File: src/rtl/writeback.sv
// Write-back stage: merges ALU and long-latency results onto the single register
// file write port, tracks pending long-latency destinations, and drives decode forwarding/stall.
module writeback (
    input  logic        clk,
    input  logic        rst,
    input  logic        alu_valid,
    input  logic [4:0]  alu_waddr,
    input  logic [31:0] alu_wdata,
    input  logic        lsu_valid,
    input  logic [4:0]  lsu_waddr,
    input  logic [31:0] lsu_wdata,
    output logic        lsu_ready,
    input  logic        dec_wren,
    input  logic [4:0]  dec_waddr,
    input  logic        iss_valid,
    input  logic        rden1,
    input  logic [4:0]  raddr1,
    input  logic        rden2,
    input  logic [4:0]  raddr2,
    output logic        fwd1,
    output logic [31:0] fdata1,
    output logic        fwd2,
    output logic [31:0] fdata2,
    output logic        stall,
    output logic        wren,
    output logic [4:0]  waddr,
    output logic [31:0] wdata
);

    logic        buf_valid;
    logic [4:0]  buf_waddr;
    logic [31:0] buf_wdata;
    logic [31:0] pending;
    logic [31:0] pending_nxt;

    logic alu_ok, lsu_acc, lsu_ok;
    logic take_buf, take_lsu, to_buf;
    logic clr_en, set_en;
    logic [4:0] clr_addr;
    logic buf_hit1, out_hit1, buf_hit2, out_hit2;
    logic src1_ok, src2_ok, hazard1, hazard2, waw;

    assign lsu_ready = ~buf_valid;

    // x0 destinations are treated as if no result arrived; an x0 LSU result is still accepted.
    assign alu_ok   = alu_valid & (alu_waddr != 5'd0);
    assign lsu_acc  = lsu_valid & lsu_ready;
    assign lsu_ok   = lsu_acc & (lsu_waddr != 5'd0);

    assign take_buf = ~alu_ok & buf_valid;
    assign take_lsu = ~alu_ok & ~buf_valid & lsu_ok;
    assign to_buf   = alu_ok & lsu_ok;

    always_ff @(posedge clk or negedge rst) begin
        if (!rst) begin
            wren  <= 1'b0;
            waddr <= 5'd0;
            wdata <= 32'd0;
        end else if (alu_ok) begin
            wren  <= 1'b1;
            waddr <= alu_waddr;
            wdata <= alu_wdata;
        end else if (take_buf) begin
            wren  <= 1'b1;
            waddr <= buf_waddr;
            wdata <= buf_wdata;
        end else if (take_lsu) begin
            wren  <= 1'b1;
            waddr <= lsu_waddr;
            wdata <= lsu_wdata;
        end else begin
            wren  <= 1'b0;
        end
    end

    always_ff @(posedge clk or negedge rst) begin
        if (!rst) begin
            buf_valid <= 1'b0;
            buf_waddr <= 5'd0;
            buf_wdata <= 32'd0;
        end else if (to_buf) begin
            buf_valid <= 1'b1;
            buf_waddr <= lsu_waddr;
            buf_wdata <= lsu_wdata;
        end else if (take_buf) begin
            buf_valid <= 1'b0;
        end
    end

    // A long-latency destination stays pending until its result reaches the output stage.
    assign clr_en   = take_buf | take_lsu;
    assign clr_addr = take_buf ? buf_waddr : lsu_waddr;
    assign set_en   = iss_valid & ~stall & dec_wren & (dec_waddr != 5'd0);

    always_comb begin
        pending_nxt = pending;
        if (clr_en)
            pending_nxt[clr_addr] = 1'b0;
        if (set_en)
            pending_nxt[dec_waddr] = 1'b1;
    end

    always_ff @(posedge clk or negedge rst) begin
        if (!rst)
            pending <= 32'd0;
        else
            pending <= pending_nxt;
    end

    assign src1_ok  = rden1 & (raddr1 != 5'd0);
    assign src2_ok  = rden2 & (raddr2 != 5'd0);
    assign buf_hit1 = src1_ok & buf_valid & (buf_waddr == raddr1);
    assign buf_hit2 = src2_ok & buf_valid & (buf_waddr == raddr2);
    assign out_hit1 = src1_ok & wren & (waddr == raddr1);
    assign out_hit2 = src2_ok & wren & (waddr == raddr2);

    // Buffer holds the younger value, so it wins over the output stage.
    assign fwd1   = buf_hit1 | out_hit1;
    assign fwd2   = buf_hit2 | out_hit2;
    assign fdata1 = buf_hit1 ? buf_wdata : (out_hit1 ? wdata : 32'd0);
    assign fdata2 = buf_hit2 ? buf_wdata : (out_hit2 ? wdata : 32'd0);

    assign hazard1 = src1_ok & pending[raddr1] & ~buf_hit1;
    assign hazard2 = src2_ok & pending[raddr2] & ~buf_hit2;
    assign waw     = dec_wren & (dec_waddr != 5'd0) & pending[dec_waddr];
    assign stall   = hazard1 | hazard2 | waw;

endmodule

File: config.mk
export PLATFORM = sky130hd
export DESIGN_NAME = writeback
export DESIGN_NICKNAME = d
export VERILOG_FILES = /design/src/rtl/writeback.sv
export SDC_FILE = /design/constraint.sdc
export NUM_CORES = 1
export LEC_CHECK = 0
export ABC_CLOCK_PERIOD_IN_PS = 8400
export BUFFER_PORTS_ARGS = -buffer_cell sky130_fd_sc_hd__buf_2
export CAP_MARGIN = 40
export CORE_MARGIN = 4
export CORE_UTILIZATION = 55
export CTS_CLUSTER_SIZE = 28
export DETAILED_ROUTE_END_ITERATION = 6
export PLACE_DENSITY = 0.82
export SLEW_MARGIN = 15
export SYNTH_ARGS = -nofsm -noshare
export SYNTH_HDL_FRONTEND = slang
export SYNTH_SLANG_ARGS = --single-unit
File: constraint.sdc
create_clock -name clk -period 8.4 [get_ports clk]
set_input_delay 1.68 -clock clk [delete_from_list [all_inputs] [get_ports clk]]
set_output_delay 1.68 -clock clk [all_outputs]
set_load 0.01 [all_outputs]
==> flow_summary.ini, run 1 <==
[setup_path]
rr_startpoint = pending[16]
endpoint_kind = primary output
critPathMaxFanout = 17
critPathKind = primary input to primary output
required_ps = 6720
worstSetupStartpoint = raddr2[0]
startpoint_type = primary input
crit_arrival_ps = 3910

[outcome]
outcome = completed

[floorplanning]
start_util_pct = 57.07
core-area_mm2 = 0.01221
ioPinCount = 203
dieWidth_um = 120.6
num_rows = 40
dieArea_mm2 = 0.01454
die_h_um = 120.6

[synth]
synth_edf_count = 0
ys_seq_area_share_pct = 38.78
async_flop_share_pct = 100.0
ys_ff_latch = 108
synth_top_area_share_pct = 38.78
synth_cells = 709
synth.largest_area_cell = dfrtp_1
synth.distinct_cells = 60
synth.area.top_cells = dfrtp_1, a22o_1, mux2i_1
synth_area_mm2 = 0.006969
synth_flop_cell = dfrtp_1
syn_nets = 806
avgSynthCellArea_um2 = 9.830
synth_warnings = 0

[place]
io_buffer_count = 202
place_hpwl_um = 15520
gp_congestion = 0.9687
post-place-ws_ps = 2875

[power]
p_int_mw = 1.033
leakagePower_nw = 3.934
power_frac_seq_pct = 46.7
p_per_area_mw_per_mm2 = 186.1
p_comb_share_pct = 24.8
peakVddDrop_mv = 0.1275
net-switching-power_uw = 516.5
power.clock.fraction_pct = 28.5
p_sw_share_pct = 33.33

[timing]
rsz0062_at_grt = no
finalMaxSlewViolations = 0
min_period_ps = 5587
fin_tns_setup_ps = 0
max_freq_mhz = 179.0
slew_headroom_pct = 44.76
fin_ws_ps = 2813
finalSetupViolations = 0
tightest_slew_ps = 828.7
final-hold-violation-count = 0
fin_crit_sh_pct = 66.51
finClkSkew_ps = 11.19
fin_hold_ws_ps = 572.0

[final_layout]
fill_cells = 953
antenna_cells = 0
finalNetCount = 968
drive_above_1_share_pct = 33.68
area_growth_pct = 19.50

[detailed_routing]
drc_errors = 0
drtIter0Drc = 682
wl_per_cell_um = 21.25
first_pass_iters = 5
viasPerCell = 6.489
totalWireLength_um = 22190
vias = 6774
postRouteAntennaNets = 0

[clock_network]
clk_latency_ps = 360
cts_tree = done
hold_buffers = 0
cts_resized = 0
clkTransAtPathRegs_ps = 60
htree_levels = 3
clock-sinks = 108
clockRootBuffer = clkbuf_16
clock_path_buffers = 2
cts_setup_buffers = 0
cts_buffers = 9

[grt]
grt_usage_pct = 30.73
grt_pass1_wl_um = 35550
antenna_found_initial = 2
grt_overflow = 0
grt_max_degree = 81
first_global_vias = 6930

[run]
drv_cap = 0

[worst_hold_path]
min_path_type = register to register
min_from = pending[0]
## metal layers
layer | track usage, % | share of wire (%) | vias up | routed length, um
li1 | - | - | 2987 | -
met1 | 36.84 | 37 | 3319 | 8191
met2 | 51.94 | 50 | 388 | 11120
met3 | 8.513 | 9.7 | 76 | 2148
met4 | 13.17 | 3.2 | 4 | 706
met5 | 0 | 0.095 | - | 21
## Yosys cell counts (all sizes together), types with 2 or more instances
library cell / instances
dfrtp: 108
o21ai: 99
a22o: 64
nand2: 63
mux2i: 55
nor2: 44
a21oi: 39
clkbuf: 37
mux2: 36
buf: 24
mux4: 17
xor2: 16
nand3: 9
nor2b: 7
o41ai: 7
inv: 6
a31oi: 5
nor3: 5
nor3b: 5
nor4: 5
a2111oi: 4
a22oi: 4
a41oi: 4
nand3b: 4
xnor2: 4
a211oi: 3
o21a: 3
or3: 3
or4: 3
a32oi: 2
and2: 2
and3: 2
and3b: 2
nand4: 2
nand4b: 2
or2: 2
## sequential cells by signal, summed over array words and instances (netlist names)
signal,count
waddr,5
buf_valid,1
buf_waddr,5
pending,32
wdata,32
wren,1
buf_wdata,32
## per-stage QoR
step,std cells,cell area (um2),utilization (%),power [mW]
floorplan,709,6969,-,0.9559
global placement,1028,8019,65.67,1.080
detailed placement,1028,8019,65.67,1.108
CTS,1044,8328,68.20,1.553
global route,1044,8328,68.20,1.628
finish,1044,8328,68.20,1.550
## cell usage in the layout, fill, tap and decap left out, types with 3 or more instances in the layout
cell	netlist	layout
mux2_2	36	36
nand2_1	62	62
or4_1	3	3
or3_1	3	3
xor2_1	16	16
o21ai_0	71	71
mux4_1	6	6
nor3_1	5	4
buf_4	2	11
dfrtp_1	108	107
nor2_1	43	41
o21ai_1	27	27
a41oi_1	4	4
clkbuf_16	0	9
mux2i_1	55	55
o41ai_1	7	7
a31oi_1	5	5
buf_2	16	201
nand3_1	9	9
a2111oi_0	4	4
inv_1	5	5
nand3b_1	4	4
nor2b_1	7	7
nor4_1	5	5
nor3b_1	5	3
xnor2_1	4	4
a21oi_1	39	39
a22o_1	64	64
a22oi_1	3	3
a211oi_1	3	3
nor2_2	1	3
mux4_2	11	11
## power groups by stage
| stage | sequential, mW | clock (mW) | combinational (mW) |
|---|---|---|---|
| after floorplan | 0.695 | 0 | 0.261 |
| after global placement | 0.719 | 0 | 0.361 |
| after detailed placement | 0.728 | 0 | 0.380 |
| after CTS | 0.720 | 0.451 | 0.382 |
| after global routing | 0.736 | 0.470 | 0.422 |
| final | 0.724 | 0.442 | 0.384 |
## kinds of logic after synthesis
| logic type | count (synthesis) | share of synthesized area (%) |
|---|---|---|
| muxes | 108 | 19.53 |
| AOI/OAI and AO/OA | 242 | 23.02 |
| buffers and inverters | 67 | 4.219 |
| and+or+nand+nor | 164 | 11.94 |
| xor gates and xnor gates | 20 | 2.513 |
| DFF | 108 | 38.78 |
## critical path, stage by stage
cell and delay (ps):
buf_2 380, nor2b_1 140, a2111oi_0 540, o41ai_1 200
o2111ai_4 340, nand2_2 230, a21o_2 240, buf_2 130
## final cells by class
cell class / count / area [um2] / area share, %
flip-flops and latches: 108 / 2704 / 32.47
repair buffers: 212 / 1089 / 13.07
inverters: 6 / 22.52 / 0.2704
well taps: 168 / 210.2 / 2.524
clock buffers: 11 / 242.7 / 2.915
multi-input cells: 534 / 3994 / 47.96
clock inverters: 5 / 66.31 / 0.7963
## final timing paths
kind / slack (ps) / to / cells after the start
max in group asynchronous: 5790 / buf_valid / 2
worst max-delay path: 2810 / stall / 8
worst min register to register: 570 / pending[0] / 1
worst max register to register: 5880 / pending[16] / 6
min in group asynchronous: 1360 / pending[19] / 1
worst min-delay path: 570 / pending[0] / 1
(Power assumes the default switching activity.)
==> run 2: changes to the inputs <==
--- a/config.mk
+++ b/config.mk
@@ -5,14 +5,15 @@
 export SDC_FILE = /design/constraint.sdc
 export NUM_CORES = 1
 export LEC_CHECK = 0
-export ABC_CLOCK_PERIOD_IN_PS = 8400
+export ABC_AREA = 1
+export ABC_CLOCK_PERIOD_IN_PS = 4750
 export BUFFER_PORTS_ARGS = -buffer_cell sky130_fd_sc_hd__buf_2
 export CAP_MARGIN = 40
 export CORE_MARGIN = 4
-export CORE_UTILIZATION = 55
+export CORE_UTILIZATION = 49
 export CTS_CLUSTER_SIZE = 28
 export DETAILED_ROUTE_END_ITERATION = 6
-export PLACE_DENSITY = 0.82
+export PLACE_DENSITY = 0.76
 export SLEW_MARGIN = 15
 export SYNTH_ARGS = -nofsm -noshare
 export SYNTH_HDL_FRONTEND = slang
==> constraint.sdc (replaced) <==
create_clock -name clk -period 4.75 [get_ports clk]
set_input_delay 0.95 -clock clk [delete_from_list [all_inputs] [get_ports clk]]
set_output_delay 0.95 -clock clk [all_outputs]
set_load 0.01 [all_outputs]
==> run 2 against run 1 <==
  * Largest cell class unchanged
  * Clock-buffer cell count stayed put
  * Critical path type unchanged
  * Utilization is 9.2 points lower
  * Power is 78% higher
==> flow_summary.ini, run 2 <==
[synth]
synth_cells = 1095
avgSynthCellArea_um2 = 6.793
async_flop_share_pct = 100.0
synth.distinct_cells = 39
synth_edf_count = 0
synth_warnings = 0
synth_top_area_share_pct = 36.33
yosys-top-cells-count = nand2_1, nand3_1, o21ai_0, dfrtp_1, nor2_1
ys_ff_latch = 108
synth_flop_cell = dfrtp_1
ys_seq_area_share_pct = 36.33
synth_most_common_cell = nand2_1
syn_nets = 1192
synth.largest_area_cell = dfrtp_1
synth.area.top_cells = dfrtp_1, nand2_1, nand3_1
synth_area_mm2 = 0.007438

[final_layout]
final_cell_mix = nand2_1, buf_2, nand3_1, o21ai_0, dfrtp_1
layout_commonest_cell = nand2_1
finalNetCount = 1348
top_regs = buf_wdata: 32 flops, pending: 32 flops, wdata: 32 flops
drive_above_1_share_pct = 20.94
fill_cells = 1445
area_growth_pct = 16.67

[setup_path]
endpoint_kind = primary output
regToRegEndpoint = wdata[16]
rrSetupSlack_ps = 1470
required_ps = 3800
worstSetupStartpoint = raddr2[0]
critPathKind = primary input to primary output
crit_arrival_ps = 3070
endpoint = fdata2[8]
critPathMaxFanout = 23
r2r_cells = 9
startpoint_type = primary input
rr_startpoint = buf_valid

[clock_network]
hold_buffers = 0
clock-sinks = 108
cts_setup_buffers = 0
clk_latency_ps = 360
clkTransAtPathRegs_ps = 70
cts_buffers = 9
cts_resized = 0
htree_levels = 3
cts_tree = done
clockRootBuffer = clkbuf_16
clock_path_buffers = 2

[detailed_routing]
vias = 8246
first_pass_iters = 5
wl_per_cell_um = 17.39
drc_errors = 0
viasPerCell = 5.718
postRouteAntennaNets = 0
drtIter0Drc = 761
totalWireLength_um = 25070

[timing]
fin_tns_setup_ps = 0
finalMaxSlewViolations = 0
rsz0062_at_grt = no
finClkSkew_ps = 7.901
slew_headroom_pct = 48.33
final-hold-violation-count = 0
fin_ws_ps = 734.0
fin_crit_sh_pct = 84.55
tightest_slew_ps = 773.9
finalSetupViolations = 0
max_freq_mhz = 249.0
min_period_ps = 4016

[power]
peakVddDrop_mv = 0.1667
p_per_area_mw_per_mm2 = 317.1
leakagePower_nw = 4.283
p_total_mw = 2.752

[grt]
antenna_found_initial = 2
first_global_vias = 7578
grt_pass1_wl_um = 40190
grt_max_degree = 68
grt_usage_pct = 28.30
grt_overflow = 0

[place]
place_hpwl_um = 17990
io_buffer_count = 202
post-place-ws_ps = 785.7
gp_congestion = 0.9329

[floorplanning]
ioPinCount = 203
num_rows = 44
die_h_um = 131.2
dieArea_mm2 = 0.01722
start_util_pct = 50.60
dieWidth_um = 131.2
core-area_mm2 = 0.01470

[outcome]
outcome = completed

[run]
drv_cap = 0

[worst_hold_path]
min_path_type = primary input to async pin
-- run 2: cell count changes after synthesis, moves of 11 or more --
cell and delta:
a21oi_1 -35, a22o_1 -64, a41oi_1 +28, buf_6 +15
clkbuf_1 -11, inv_1 +88, mux2_2 -36, mux2i_1 -55
mux4_2 -11, nand2_1 +225, nand3_1 +175, nor2_1 +55
o21ai_0 +58
-- run 2: final cells by class --
type / count / area, um2 / share of cell area, %
clock inverters: 5 / 43.79 / 0.5046
inverters: 103 / 395.4 / 4.556
repair buffers: 214 / 1156 / 13.32
well taps: 184 / 230.2 / 2.653
flip-flops and latches: 108 / 2703 / 31.14
clock buffers: 11 / 242.7 / 2.797
multi-input cells: 815 / 3902 / 44.97
diodes: 2 / 5.005 / 0.05767
-- run 2: kinds of logic after synthesis --
group                  after synthesis  share of synthesized area, %
AO/OA/AOI/OAI                      206                         16.15
XOR/XNOR                            10                         1.178
buffers and inverters              172                         11.30
flip-flops                         108                         36.33
AND/OR/NAND/NOR                    599                         35.04
-- run 2: routing by layer --
layer  vias to the layer above  global-route usage (%)  routed length (um)  share of wire (%)
li1                       3945                       -                   -                  -
met1                      3839                   38.08               10610                 42
met2                       394                   44.53               11410                 46
met3                        68                   5.543                2112                8.4
met4                         0                   12.66                 944                3.8
met5                         -                       0                   0                  0
-- run 2: critical path, stage by stage --
cell	delay [ps]
buf_2	360
inv_2	230
nand3_1	130
o21ai_1	80
inv_1	80
nand4_1	150
nor2_2	530
buf_12	240
nand2_1	60
o21ai_0	80
buf_2	160
-- run 2: power breakdown --
group          switching (mW)  leakage, nW  internal [mW]  total, mW
combinational           0.507         2.82          0.264      0.772
clock                   0.365        0.134          0.378      0.743
sequential              0.151         1.33           1.09       1.24
-- run 2: worst min-delay path by stage --
stage,slack [ps],from,to
finish,490,rst,wdata[27]
CTS,490,pending[26],pending[26]
floorplan,460,pending[26],pending[26]
global placement,480,pending[26],pending[26]
detailed placement,480,pending[26],pending[26]
global route,500,rst,buf_wdata[27]
-- run 2: through the flow --
stage,utilization (%),cell area (um2),std cells,hold slack [ps]
after floorplan,-,7438,1095,458.3
after global placement,56.68,8332,1422,476.8
after detailed placement,57.06,8387,1424,477.2
after CTS,59.01,8673,1440,493.6
after global routing,59.04,8678,1442,505.0
final,59.04,8678,1442,490.7
==> run 3: changes to the inputs <==
==> config.mk (replaced) <==
export PLATFORM = sky130hd
export DESIGN_NAME = writeback
export DESIGN_NICKNAME = d
export VERILOG_FILES = /design/src/rtl/writeback.sv
export SDC_FILE = /design/constraint.sdc
export NUM_CORES = 1
export LEC_CHECK = 0
export ABC_AREA = 0
export ABC_CLOCK_PERIOD_IN_PS = 4000
export BUFFER_PORTS_ARGS = -buffer_cell sky130_fd_sc_hd__buf_2
export CAP_MARGIN = 40
export CORE_MARGIN = 4
export CORE_UTILIZATION = 53
export CTS_CLUSTER_SIZE = 28
export DETAILED_ROUTE_END_ITERATION = 6
export PLACE_DENSITY = 0.79
export SLEW_MARGIN = 15
export SYNTH_ARGS = -nofsm -noshare
export SYNTH_HDL_FRONTEND = slang
export SYNTH_SLANG_ARGS = --single-unit
==> constraint.sdc (replaced) <==
create_clock -name clk -period 4 [get_ports clk]
set_input_delay 0.8 -clock clk [delete_from_list [all_inputs] [get_ports clk]]
set_output_delay 0.8 -clock clk [all_outputs]
set_load 0.01 [all_outputs]
==> run 3 against run 2 <==
  * The run now ends with DRC left
  * Sequential power grew 25%
  * Clock skew grew 5.0 ps
  * Via count shrank 19%
==> flow_summary.ini, run 3 (synthesis gave the netlist of run 1 again) <==
[outcome]
outcome = complete, but fails checks
violations = DRC

[clock_network]
cts_tree = done
cts_setup_buffers = 0
clock-sinks = 108
htree_levels = 3
cts_buffers = 9
clock_path_buffers = 2
clockRootBuffer = clkbuf_16
cts_resized = 0
clkTransAtPathRegs_ps = 80
hold_buffers = 0
clk_latency_ps = 350

[power]
p_total_mw = 3.209
p_comb_share_pct = 24.4
p_per_area_mw_per_mm2 = 383.5
p_int_mw = 2.098
peakVddDrop_mv = 0.2767
p_sw_share_pct = 34.63
net-switching-power_mw = 1.111
power.clock.fraction_pct = 27.2
leakagePower_nw = 3.958
power_frac_seq_pct = 48.4

[floorplanning]
dieWidth_um = 122.7
core-area_mm2 = 0.01272
ioPinCount = 203
dieArea_mm2 = 0.01505
die_h_um = 122.7
num_rows = 41
start_util_pct = 54.78

[timing]
max_freq_mhz = 277.8
tightest_slew_ps = 671.8
finalSetupViolations = 0
fin_tns_setup_ps = 0
slew_headroom_pct = 54.91
fin_crit_sh_pct = 90.00
rsz0062_at_grt = no
min_period_ps = 3600
finClkSkew_ps = 12.86
finalMaxSlewViolations = 0
final-hold-violation-count = 0

[place]
io_buffer_count = 202
gp_congestion = 0.9100
place_hpwl_um = 15590

[run]
drv_cap = 0

[grt]
grt_max_degree = 69
first_global_vias = 6476
antenna_found_initial = 1
grt_pass1_wl_um = 34400
grt_usage_pct = 29.17
grt_overflow = 0

[final_layout]
area_growth_pct = 20.07
antenna_cells = 0
regArea_mm2 = 0.002704
layout_commonest_cell = buf_2
final_cell_mix = buf_2, dfrtp_1, o21ai_0, a22o_1, nand2_1
top_regs = buf_wdata: 32 flops, pending: 32 flops, wdata: 32 flops
fill_cells = 1087
multi_input_area_mm2 = 0.003994
finalNetCount = 971
drive_above_1_share_pct = 34.02

[setup_path]
endpoint_kind = primary output
required_ps = 3200
crit_arrival_ps = 2800
startpoint_type = primary input
r2r_cells = 6
critPathKind = primary input to primary output
critPathMaxFanout = 9

[detailed_routing]
vias = 6704
postRouteAntennaNets = 0
drtIter0Drc = 568
viasPerCell = 6.379
wl_per_cell_um = 20.70
totalWireLength_um = 21760
drc_errors = 1
first_pass_iters = 7

[worst_hold_path]
min_path_type = primary input to async pin
## run 3: cell types whose count changed in the layout (fill, tap and decap cells not counted), sizes merged, moves of 9 or more
| cell | previous run | this run |
|---|---|---|
| a21oi | 7 | 39 |
| o21ai | 157 | 99 |
| mux2i | 0 | 55 |
| a41oi | 32 | 4 |
| xor2 | 7 | 16 |
| mux4 | 0 | 17 |
| nor2 | 103 | 44 |
| nand3 | 184 | 9 |
| a22o | 0 | 64 |
| inv | 104 | 9 |
| mux2 | 0 | 36 |
| nand2 | 296 | 63 |
## run 3: routing by layer
layer  part of all wire, %  GRT usage [%]
met4                   3.7          10.78
met5                 0.055              0
met1                    37          35.71
met2                    50          48.72
met3                   8.8          8.710
## run 3: final cells by class
| cell class | instances | share of cell area, % |
|---|---|---|
| timing repair buffer | 215 | 13.73 |
| sequential | 108 | 32.31 |
| inverter | 6 | 0.2691 |
| tap | 172 | 2.572 |
| multi-input combinational | 534 | 47.73 |
| clock buffer | 9 | 2.691 |
| clock inverter | 7 | 0.7028 |
## run 3: per-stage QoR
stage               util (%)  setup slack, ps  cell area (um2)  cells  hold WS (ps)
floorplan                  -            721.6             6969    709         489.6
global placement       63.39            434.3             8064   1034         553.1
detailed placement     63.54            418.3             8084   1035         556.0
CTS                    65.77            407.9             8368   1051         454.3
global route           65.77            231.3             8368   1051         471.3
finish                 65.77            400.1             8368   1051         437.9
## run 3: worst max-delay path, cell delays in order
cell	delay, ps
buf_2	180
or4_1	530
o21ai_1	330
a31oi_1	140
o2111ai_4	250
nand2_2	210
a21o_2	230
buf_2	130
## run 3: final timing paths
| kind | startpoint | end | slack [ps] |
|---|---|---|---|
| min | rst | pending[27] | 440 |
| max | raddr2[1] | stall | 400 |
| max in group asynchronous | rst | wdata[30] | 2920 |
| min in group clk | buf_wdata[20] | buf_wdata[20] | 580 |
| max reg2reg | buf_valid | pending[6] | 1450 |
| min reg2reg | buf_wdata[20] | buf_wdata[20] | 580 |
## run 3: power by group through the flow
stage / combinational [mW] / clock [mW] / sequential, mW
global route: 0.862 / 0.938 / 1.58
floorplan: 0.548 / 0 / 1.46
CTS: 0.782 / 0.888 / 1.54
detailed placement: 0.777 / 0 / 1.56
finish: 0.783 / 0.873 / 1.55
global placement: 0.754 / 0 / 1.56
